$ cat src/rtl/conv_stream_pkg.sv
//------------------------------------------------------------------------------
// conv_stream_pkg : shared sizes, state encoding and data types for the
//                   convolution engine stream driver.
// Revision: 1.0
//------------------------------------------------------------------------------
`default_nettype none

package conv_stream_pkg;

  localparam int FILT_LEN  = 10;
  localparam int IMG_LEN   = 64;
  localparam int RES_LEN   = 16;
  localparam int BUF_DEPTH = FILT_LEN + IMG_LEN;
  localparam int TIMEOUT   = 32;

  typedef enum logic [2:0] {
    S_IDLE      = 3'd0,
    S_SEND_FILT = 3'd1,
    S_SEND_IMG  = 3'd2,
    S_WAIT      = 3'd3,
    S_COLLECT   = 3'd4
  } state_e;

  typedef logic signed [3:0]  nibble_t;
  typedef logic signed [15:0] result_t;

endpackage

`default_nettype wire

$ cat src/rtl/conv_result_buf.sv
//------------------------------------------------------------------------------
// conv_result_buf : 16 x 16-bit result register file, one capture write port
//                   and a combinational read port.
// Revision: 1.0
//------------------------------------------------------------------------------
`default_nettype none

module conv_result_buf
  import conv_stream_pkg::*;
(
  input  logic        clk,
  input  logic        rst,
  input  logic        we_i,
  input  logic [3:0]  waddr_i,
  input  result_t     wdata_i,
  input  logic [3:0]  raddr_i,
  output result_t     rdata_o
);

  result_t mem_q [RES_LEN];

  always_ff @(posedge clk or posedge rst) begin
    if (rst) begin
      for (int i = 0; i < RES_LEN; i++) mem_q[i] <= '0;
    end else if (we_i) begin
      mem_q[waddr_i] <= wdata_i;
    end
  end

  assign rdata_o = mem_q[raddr_i];

endmodule

`default_nettype wire

$ cat src/rtl/conv_stream_driver.sv
//------------------------------------------------------------------------------
// conv_stream_driver : streams preloaded filter taps and image pixels to the
//                      convolution engine and collects its 16 results.
// Revision: 1.0
//------------------------------------------------------------------------------
`default_nettype none

module conv_stream_driver
  import conv_stream_pkg::*;
(
  input  logic        clk,
  input  logic        rst,
  input  logic        wr_en,
  input  logic [6:0]  wr_addr,
  input  logic [3:0]  wr_data,
  input  logic        start,
  output logic        busy,
  output logic        done,
  output logic        err,
  output logic        filter_valid,
  output logic        image_valid,
  output logic [3:0]  in_data,
  input  logic        out_valid,
  input  logic [15:0] out_data,
  input  logic [3:0]  rd_addr,
  output logic [15:0] rd_data
);

  localparam logic [6:0] c_LAST_IDX = 7'(BUF_DEPTH - 1);
  localparam logic [6:0] c_FILT_END = 7'(FILT_LEN);
  localparam logic [5:0] c_TMR_LAST = 6'(TIMEOUT - 1);
  localparam logic [3:0] c_RES_LAST = 4'(RES_LEN - 1);

  nibble_t    buf_q [BUF_DEPTH];
  state_e     state_q, state_d;
  logic [6:0] idx_q, idx_d;
  logic [5:0] tmr_q, tmr_d;
  logic [3:0] ridx_q, ridx_d;
  logic       fv_q, fv_d, iv_q, iv_d;
  logic       done_q, done_d, err_q, err_d;
  nibble_t    data_q, data_d;
  logic       cap_en;
  logic [3:0] cap_addr;
  logic       buf_we;
  nibble_t    first_tap;
  result_t    rd_word;

  assign buf_we = (state_q == S_IDLE) && wr_en && (wr_addr < 7'(BUF_DEPTH));

  // A write to tap 0 in the start cycle must reach the first beat on the wire.
  assign first_tap = (buf_we && (wr_addr == 7'd0)) ? nibble_t'(wr_data) : buf_q[0];

  always_ff @(posedge clk or posedge rst) begin
    if (rst) begin
      for (int i = 0; i < BUF_DEPTH; i++) buf_q[i] <= '0;
    end else if (buf_we) begin
      buf_q[wr_addr] <= nibble_t'(wr_data);
    end
  end

  always_comb begin
    state_d  = state_q;
    idx_d    = idx_q;
    tmr_d    = tmr_q;
    ridx_d   = ridx_q;
    fv_d     = 1'b0;
    iv_d     = 1'b0;
    data_d   = '0;
    done_d   = 1'b0;
    err_d    = err_q;
    cap_en   = 1'b0;
    cap_addr = ridx_q;
    case (state_q)
      S_IDLE: begin
        if (start) begin
          state_d = S_SEND_FILT;
          idx_d   = '0;
          err_d   = 1'b0;
          fv_d    = 1'b1;
          data_d  = first_tap;
        end
      end
      S_SEND_FILT, S_SEND_IMG: begin
        if (idx_q == c_LAST_IDX) begin
          state_d = S_WAIT;
          tmr_d   = 6'd1;
        end else begin
          idx_d   = idx_q + 7'd1;
          data_d  = buf_q[idx_d];
          fv_d    = (idx_d < c_FILT_END);
          iv_d    = ~fv_d;
          state_d = fv_d ? S_SEND_FILT : S_SEND_IMG;
        end
      end
      S_WAIT: begin
        if (out_valid) begin
          cap_en   = 1'b1;
          cap_addr = 4'd0;
          ridx_d   = 4'd1;
          state_d  = S_COLLECT;
        end else if (tmr_q == c_TMR_LAST) begin
          err_d   = 1'b1;
          done_d  = 1'b1;
          state_d = S_IDLE;
        end else begin
          tmr_d = tmr_q + 6'd1;
        end
      end
      S_COLLECT: begin
        if (out_valid) begin
          cap_en = 1'b1;
          ridx_d = ridx_q + 4'd1;
          if (ridx_q == c_RES_LAST) begin
            done_d  = 1'b1;
            state_d = S_IDLE;
          end
        end else begin
          // Engine stopped early: keep partial results, flag the frame.
          err_d   = 1'b1;
          done_d  = 1'b1;
          state_d = S_IDLE;
        end
      end
      default: state_d = S_IDLE;
    endcase
  end

  always_ff @(posedge clk or posedge rst) begin
    if (rst) begin
      state_q <= S_IDLE;
      idx_q   <= '0;
      tmr_q   <= '0;
      ridx_q  <= '0;
      fv_q    <= 1'b0;
      iv_q    <= 1'b0;
      data_q  <= '0;
      done_q  <= 1'b0;
      err_q   <= 1'b0;
    end else begin
      state_q <= state_d;
      idx_q   <= idx_d;
      tmr_q   <= tmr_d;
      ridx_q  <= ridx_d;
      fv_q    <= fv_d;
      iv_q    <= iv_d;
      data_q  <= data_d;
      done_q  <= done_d;
      err_q   <= err_d;
    end
  end

  conv_result_buf u_result_buf (
    .clk     (clk),
    .rst     (rst),
    .we_i    (cap_en),
    .waddr_i (cap_addr),
    .wdata_i (result_t'(out_data)),
    .raddr_i (rd_addr),
    .rdata_o (rd_word)
  );

  assign busy         = (state_q != S_IDLE);
  assign done         = done_q;
  assign err          = err_q;
  assign filter_valid = fv_q;
  assign image_valid  = iv_q;
  assign in_data      = data_q;
  assign rd_data      = rd_word;

endmodule

`default_nettype wire

$ cat config.mk
export PLATFORM = sky130hd
export DESIGN_NAME = conv_stream_driver
export DESIGN_NICKNAME = d
export VERILOG_FILES = /design/src/rtl/conv_stream_pkg.sv /design/src/rtl/conv_result_buf.sv /design/src/rtl/conv_stream_driver.sv
export SDC_FILE = /design/constraint.sdc
export NUM_CORES = 1
export LEC_CHECK = 0
export ABC_AREA = 1
export BUFFER_PORTS_ARGS = -buffer_cell sky130_fd_sc_hd__buf_2
export CAP_MARGIN = 30
export CELL_PAD_IN_SITES_DETAIL_PLACEMENT = 2
export CELL_PAD_IN_SITES_GLOBAL_PLACEMENT = 2
export CORE_MARGIN = 2
export CORE_UTILIZATION = 35
export CTS_CLUSTER_DIAMETER = 40
export DETAILED_ROUTE_END_ITERATION = 16
export PLACE_DENSITY_LB_ADDON = 0.25
export SYNTH_ARGS = -nofsm -noshare
export SYNTH_HDL_FRONTEND = slang
export SYNTH_SLANG_ARGS = --single-unit
$ cat constraint.sdc
create_clock -name clk -period 18.53 [get_ports clk]
set_clock_uncertainty 0.1 [all_clocks]
set_input_delay 1.853 -clock clk [delete_from_list [all_inputs] [get_ports clk]]
set_output_delay 1.853 -clock clk [all_outputs]
set_load 0.01 [all_outputs]
**Word-level counts from Yosys, hierarchy flattened**

Cells that the tools add are included.
Widths: inputs -> output; s select.

- Multiply operators: 0
- Bitwise logic cells: 5
- Order comparisons: 8
- Reduce and logical (&&, ||, !) cells: 19
- Divide/modulo/power cells: 0
- Add/sub/neg operators: 3
- Mux-type cells: 53
- Equal/unequal tests: 18
- Shifts and indexed selects: 0

Operators by type and width:

| kind | count |
|---|---|
| $bwmux 296 | 1 |
| $bwmux 256 | 1 |
| $bmux 16 s4 | 1 |
| $demux 16 s4 | 1 |
| $mux 16 | 3 |
| $mux 4 | 10 |
| $bmux 4 s7 | 1 |
| $demux 4 s7 | 1 |
| $mux 6 | 3 |
| $ne 2x2->1 const B | 9 |
| $ge 8x8->1 const B | 2 |
| $not 7->8 | 2 |
| $pmux 4 s2 | 2 |
| $mux 3 | 5 |
| $mux 1 | 14 |
| $mux 7 | 2 |
| $pmux 7 s2 | 1 |
| $pmux 3 s4 | 1 |
| $pmux 6 s2 | 1 |
| $ge 5x5->1 const B | 2 |
| $not 4->5 | 2 |
| $reduce_and 3->1 | 3 |
| $lt 8x1->1 const B | 1 |
| $add 7x1->7 const B | 1 |
| other kinds (24) | 36 |

- Output and inout bits: 25
- Bits in writable memories: 0
- ROM bits: 0
- Memories kept: 0
- Flip-flop bits (word level): 580
- Input port bits: 36
- Latch bits: 0
- Word-level logic and storage cells: 205

**Longest topological paths before layout**

- Word-level depth: 8
- Gate-level depth with buffers: 17

**Modules after synthesis**

From an unflattened synthesis, not the netlist that was laid out.

- Cells, all modules: 3704
- Area, all modules: 27844.2 um^2

By module, submodules not included:

| module | area an instance (um^2) | times used | cells an instance |
|---|---|---|---|
| conv_stream_driver | 15477.3 | 1 | 2034 |
| conv_result_buf | 12366.9 | 1 | 1670 |

**Worst setup path after synthesis**

No wires, ideal clock.

- Kind: input to output
- Start point: input rd_addr[0]
- End point: output rd_data[0]
- Path buffers: 3
- Stages on the path: 7
- Data arrival time: 3.084 ns
- Setup slack: 13.493 ns
- Cells stage by stage: clkbuf_1 clkbuf_1 buf_1 mux2i_1 o211ai_1 nand3_1 nand2_1

- Word-level cells in the longest chain between the ends: 4

Ends and longest elaborated chain:

| what | line | source |
|---|---|---|
| start, declared | conv_stream_driver.sv:25 | `input logic [3:0] rd_addr,` |
| $not 4->5 (implied by the code) | conv_result_buf.sv:30 | `assign rdata_o = mem_q[raddr_i];` |
| $bmux 16 s4 | conv_result_buf.sv:30 |  |
| $mux 16 (implied by the code) (2 in series) | conv_result_buf.sv:30 |  |
| end, declared | conv_stream_driver.sv:26 | `output logic [15:0] rd_data` |

Every way passes these cells. The select of a mux whose other input is x is not followed.

**Final worst setup path**

- Start point: input rd_addr[1]
- End point: output rd_data[13]

The elaborated chain is that of the path after synthesis.

==> qor.yml <==
placed_cell_area_mm2: 0.0288
syn_area_mm2: 0.0276
cts_max_path_buffers: 3
worst-setup-path-type: "input pin to primary output"
cts_setup_buffers: 0
synth-seq-cells: 580
grt_pass1_vias: 27600
fp.dieW_um: 285
crit_arrival_ns: 4.66
portBuffers: 60
synthMuxAreaShare_pct: 2.46
seqPwrFrac_pct: 31.9
placed_cells_incl_taps: 4277
drt_wl_total_um: 100000
slew_violations: 0
p_leak_nw: 15.2
grt_pass1_wl_um: 161000
fin_ws_ns: 11.92
outcome: "completed"
worstMarginPinSlew_ns: 1.08
preCtsSetupSlack_ns: 11.93
grt_use_total_pct: 25.0
synth_xor_xnor_area_share_pct: 0.240
drive_above_1_share_pct: 14.2
synth.avg_cell_area_um2: 8.29
dieArea_mm2: 0.0812
area_growth_pct: 19.9
synth_top_family_by_area: "simple AND/OR/NAND/NOR gates"
rows: 103
yosysWarnings: 0
cts_resized: 0
synth_top_area_cell: "dfrtp_1"
rsz0062_at_grt: "no"
powerDensity_mw_per_mm2: 151
swShare_pct: 34.2
start_kind: "input pin"
initial_utilization_pct: 35.1
whs_ns: 0.383
fin_setup_tns_ns: 0
nets: 3386
p_comb_share_pct: 23.6
crit_required_ns: 16.58
crit_fanout: 81
place_congestion: 0.779
slew_headroom_pct: 27.8
insertion_delay_ns: 0.67
cts_tree: "yes"
yosysUniqueCellTypes: 38
num-fill-cells: 8531
antenna_found_initial: 1
drv_cap: 0
path_clk_slew_ns: 0.05
p_int_mw: 3.28
fp.dieH_um: 285
synth-simple-area-share_pct: 20.9
grt_max_degree: 149
fin_util_pct: 42.1
synthAdderAreaFrac_pct: 0.181
finalCritPeriodShare_pct: 35.7
route.detailed.drc: 0
ant_nets: 0
syn_inst: 3333
final-hold-violation-count: 0
cts-root-buf: "clkbuf_16"
finalNonFillerCells: 4493
ctsHoldBuffers: 0
clkPwrFrac_pct: 44.5
grt.overflow.total: 0
vias_per_cell: 5.36
p_total_mw: 4.99
stdcell_area_mm2: 0.0331
vias: 24100
cts_buffers: 111
end_kind: "primary output"
clock_sinks: 580
netlist.area_leader.share_pct: 52.6
seq_area_frac_synth_pct: 52.6
power.switching_mw: 1.71
drt_iter0_drc: 1321
setup_viol: 0
hp-class: "flip-flop to flip-flop"
routed_wire_length_per_instance_um: 22.3
synth.area.top_cells: "dfrtp_1 53%, nand2_1 13%, o21ai_0 11%, nand3_1 3.6%, inv_1 3.4%"
synth_nets: 3373
dr.pass1.iters: 6
post-dp-hpwl_um: 59200
irDropWorstVdd_v: 0.0000880
period_needed_ns: 6.61
diodes: 0
io_pins: 61
core_area_mm2: 0.0786
fmax_mhz: 151
ctsHtreeMaxLevel: 3
synth_compound_area_share_pct: 16.8
## power by group through the flow
stage	logic, mW	registers, mW	clock network [mW]
6_report	1.18	1.59	2.22
2_1_floorplan	0.801	1.55	0
5_1_grt	1.32	1.62	2.32
3_5_place_dp	1.17	1.61	0
4_1_cts	1.19	1.59	2.26
3_3_place_gp	1.11	1.59	0
## layer usage
| metal | up-vias | share of wire, % | track usage [%] | routed length [um] |
|---|---|---|---|---|
| li1 | 11000 | - | - | - |
| met1 | 12500 | 44 | 32.1 | 44300 |
| met2 | 361 | 50 | 43.6 | 50000 |
| met3 | 204 | 2.6 | 3.01 | 2630 |
| met4 | 2 | 3.2 | 8.49 | 3250 |
| met5 | - | 0.0080 | 0 | 8 |
## cell usage after synthesis, drive strengths merged
cell type and count:
a21oi 74, o21ai 705, xor2 4, nor4 4
nand2 1046, ha 4, dfrtp 580, o22ai 6
clkinv 3, nor2 94, nand4 5, buf 51
inv 263, or2 1, o221ai 24, and3 1
mux2i 68, nor3 18, nand3 197, xnor2 1
o211ai 33, clkbuf 151
## path summary, 6_finish.rpt
kind | from | to | slack [ns] | depth (start not counted)
max | rd_addr[1] | rd_data[13] | 11.92 | 8
min reg2reg | u_result_buf.mem_q[39] | u_result_buf.mem_q[39] | 0.38 | 2
max in group asynchronous | rst | idx_q[0] | 15.59 | 4
min in group asynchronous | rst | buf_q[149] | 0.99 | 2
min | u_result_buf.mem_q[39] | u_result_buf.mem_q[39] | 0.38 | 2
max reg2reg | idx_q[0] | in_data[3] | 14.60 | 14
## worst max-delay path, stage by stage
cell,delay [ns]
buf_2,0.08
buf_4,0.73
inv_1,0.66
buf_4,0.45
o211ai_1,0.25
nand3_1,0.16
nand2_1,0.25
buf_2,0.17
## sequential cells by signal, summed over array words and instances (netlist names)
signal	cells
idx_q	7
buf_q	296
tmr_q	6
err	1
filter_valid	1
ridx_q	4
image_valid	1
done	1
in_data	4
u_result_buf.mem_q	256
state_q	3
## cells in the final DEF (no fill, tap or decap), types with 5 or more instances in the layout
cell type | Yosys | final
nor3_4 | 2 | 7
dfrtp_1 | 580 | 579
nor2_1 | 84 | 82
o221ai_1 | 24 | 24
inv_2 | 7 | 11
inv_1 | 253 | 248
nand4_1 | 5 | 5
mux2i_1 | 68 | 68
o21ai_1 | 48 | 48
nand2_1 | 973 | 971
clkbuf_16 | 0 | 112
a21oi_1 | 73 | 73
buf_16 | 0 | 7
o22ai_1 | 6 | 6
clkinv_4 | 0 | 11
clkinvlp_4 | 0 | 11
clkbuf_1 | 151 | 10
nand3_1 | 197 | 197
nand2_4 | 5 | 5
clkinv_2 | 0 | 13
nor2_2 | 5 | 7
o21ai_2 | 65 | 65
clkbuf_8 | 0 | 18
buf_2 | 26 | 59
o21ai_0 | 592 | 592
nor3_1 | 12 | 9
o211ai_1 | 33 | 33
nand2_2 | 68 | 70
inv_6 | 0 | 8
bufinv_16 | 0 | 22
buf_4 | 0 | 30
## cell type report
| class | instances | area (um2) | share of cell area, % |
|---|---|---|---|
| sequential | 580 | 14500 | 43.8 |
| multi-input combinational | 2285 | 11300 | 34.1 |
| clock buffer | 139 | 3060 | 9.25 |
| tap | 1050 | 1310 | 3.97 |
| clock inverter | 71 | 1090 | 3.29 |
| inverter | 266 | 1020 | 3.07 |
| timing repair buffer | 102 | 825 | 2.49 |
## kinds of logic (layout without fill, tap and decap cells)
family | after synthesis | in the layout
XOR/XNOR | 5 | 5
multiplexers | 68 | 68
AND/OR/NAND/NOR | 1366 | 1366
adder cells (fa/ha/maj) | 4 | 4
flip-flops | 580 | 580
buffers and inverters | 468 | 578
AO/OA/AOI/OAI | 842 | 842
Power figures use the tool's default switching activity.
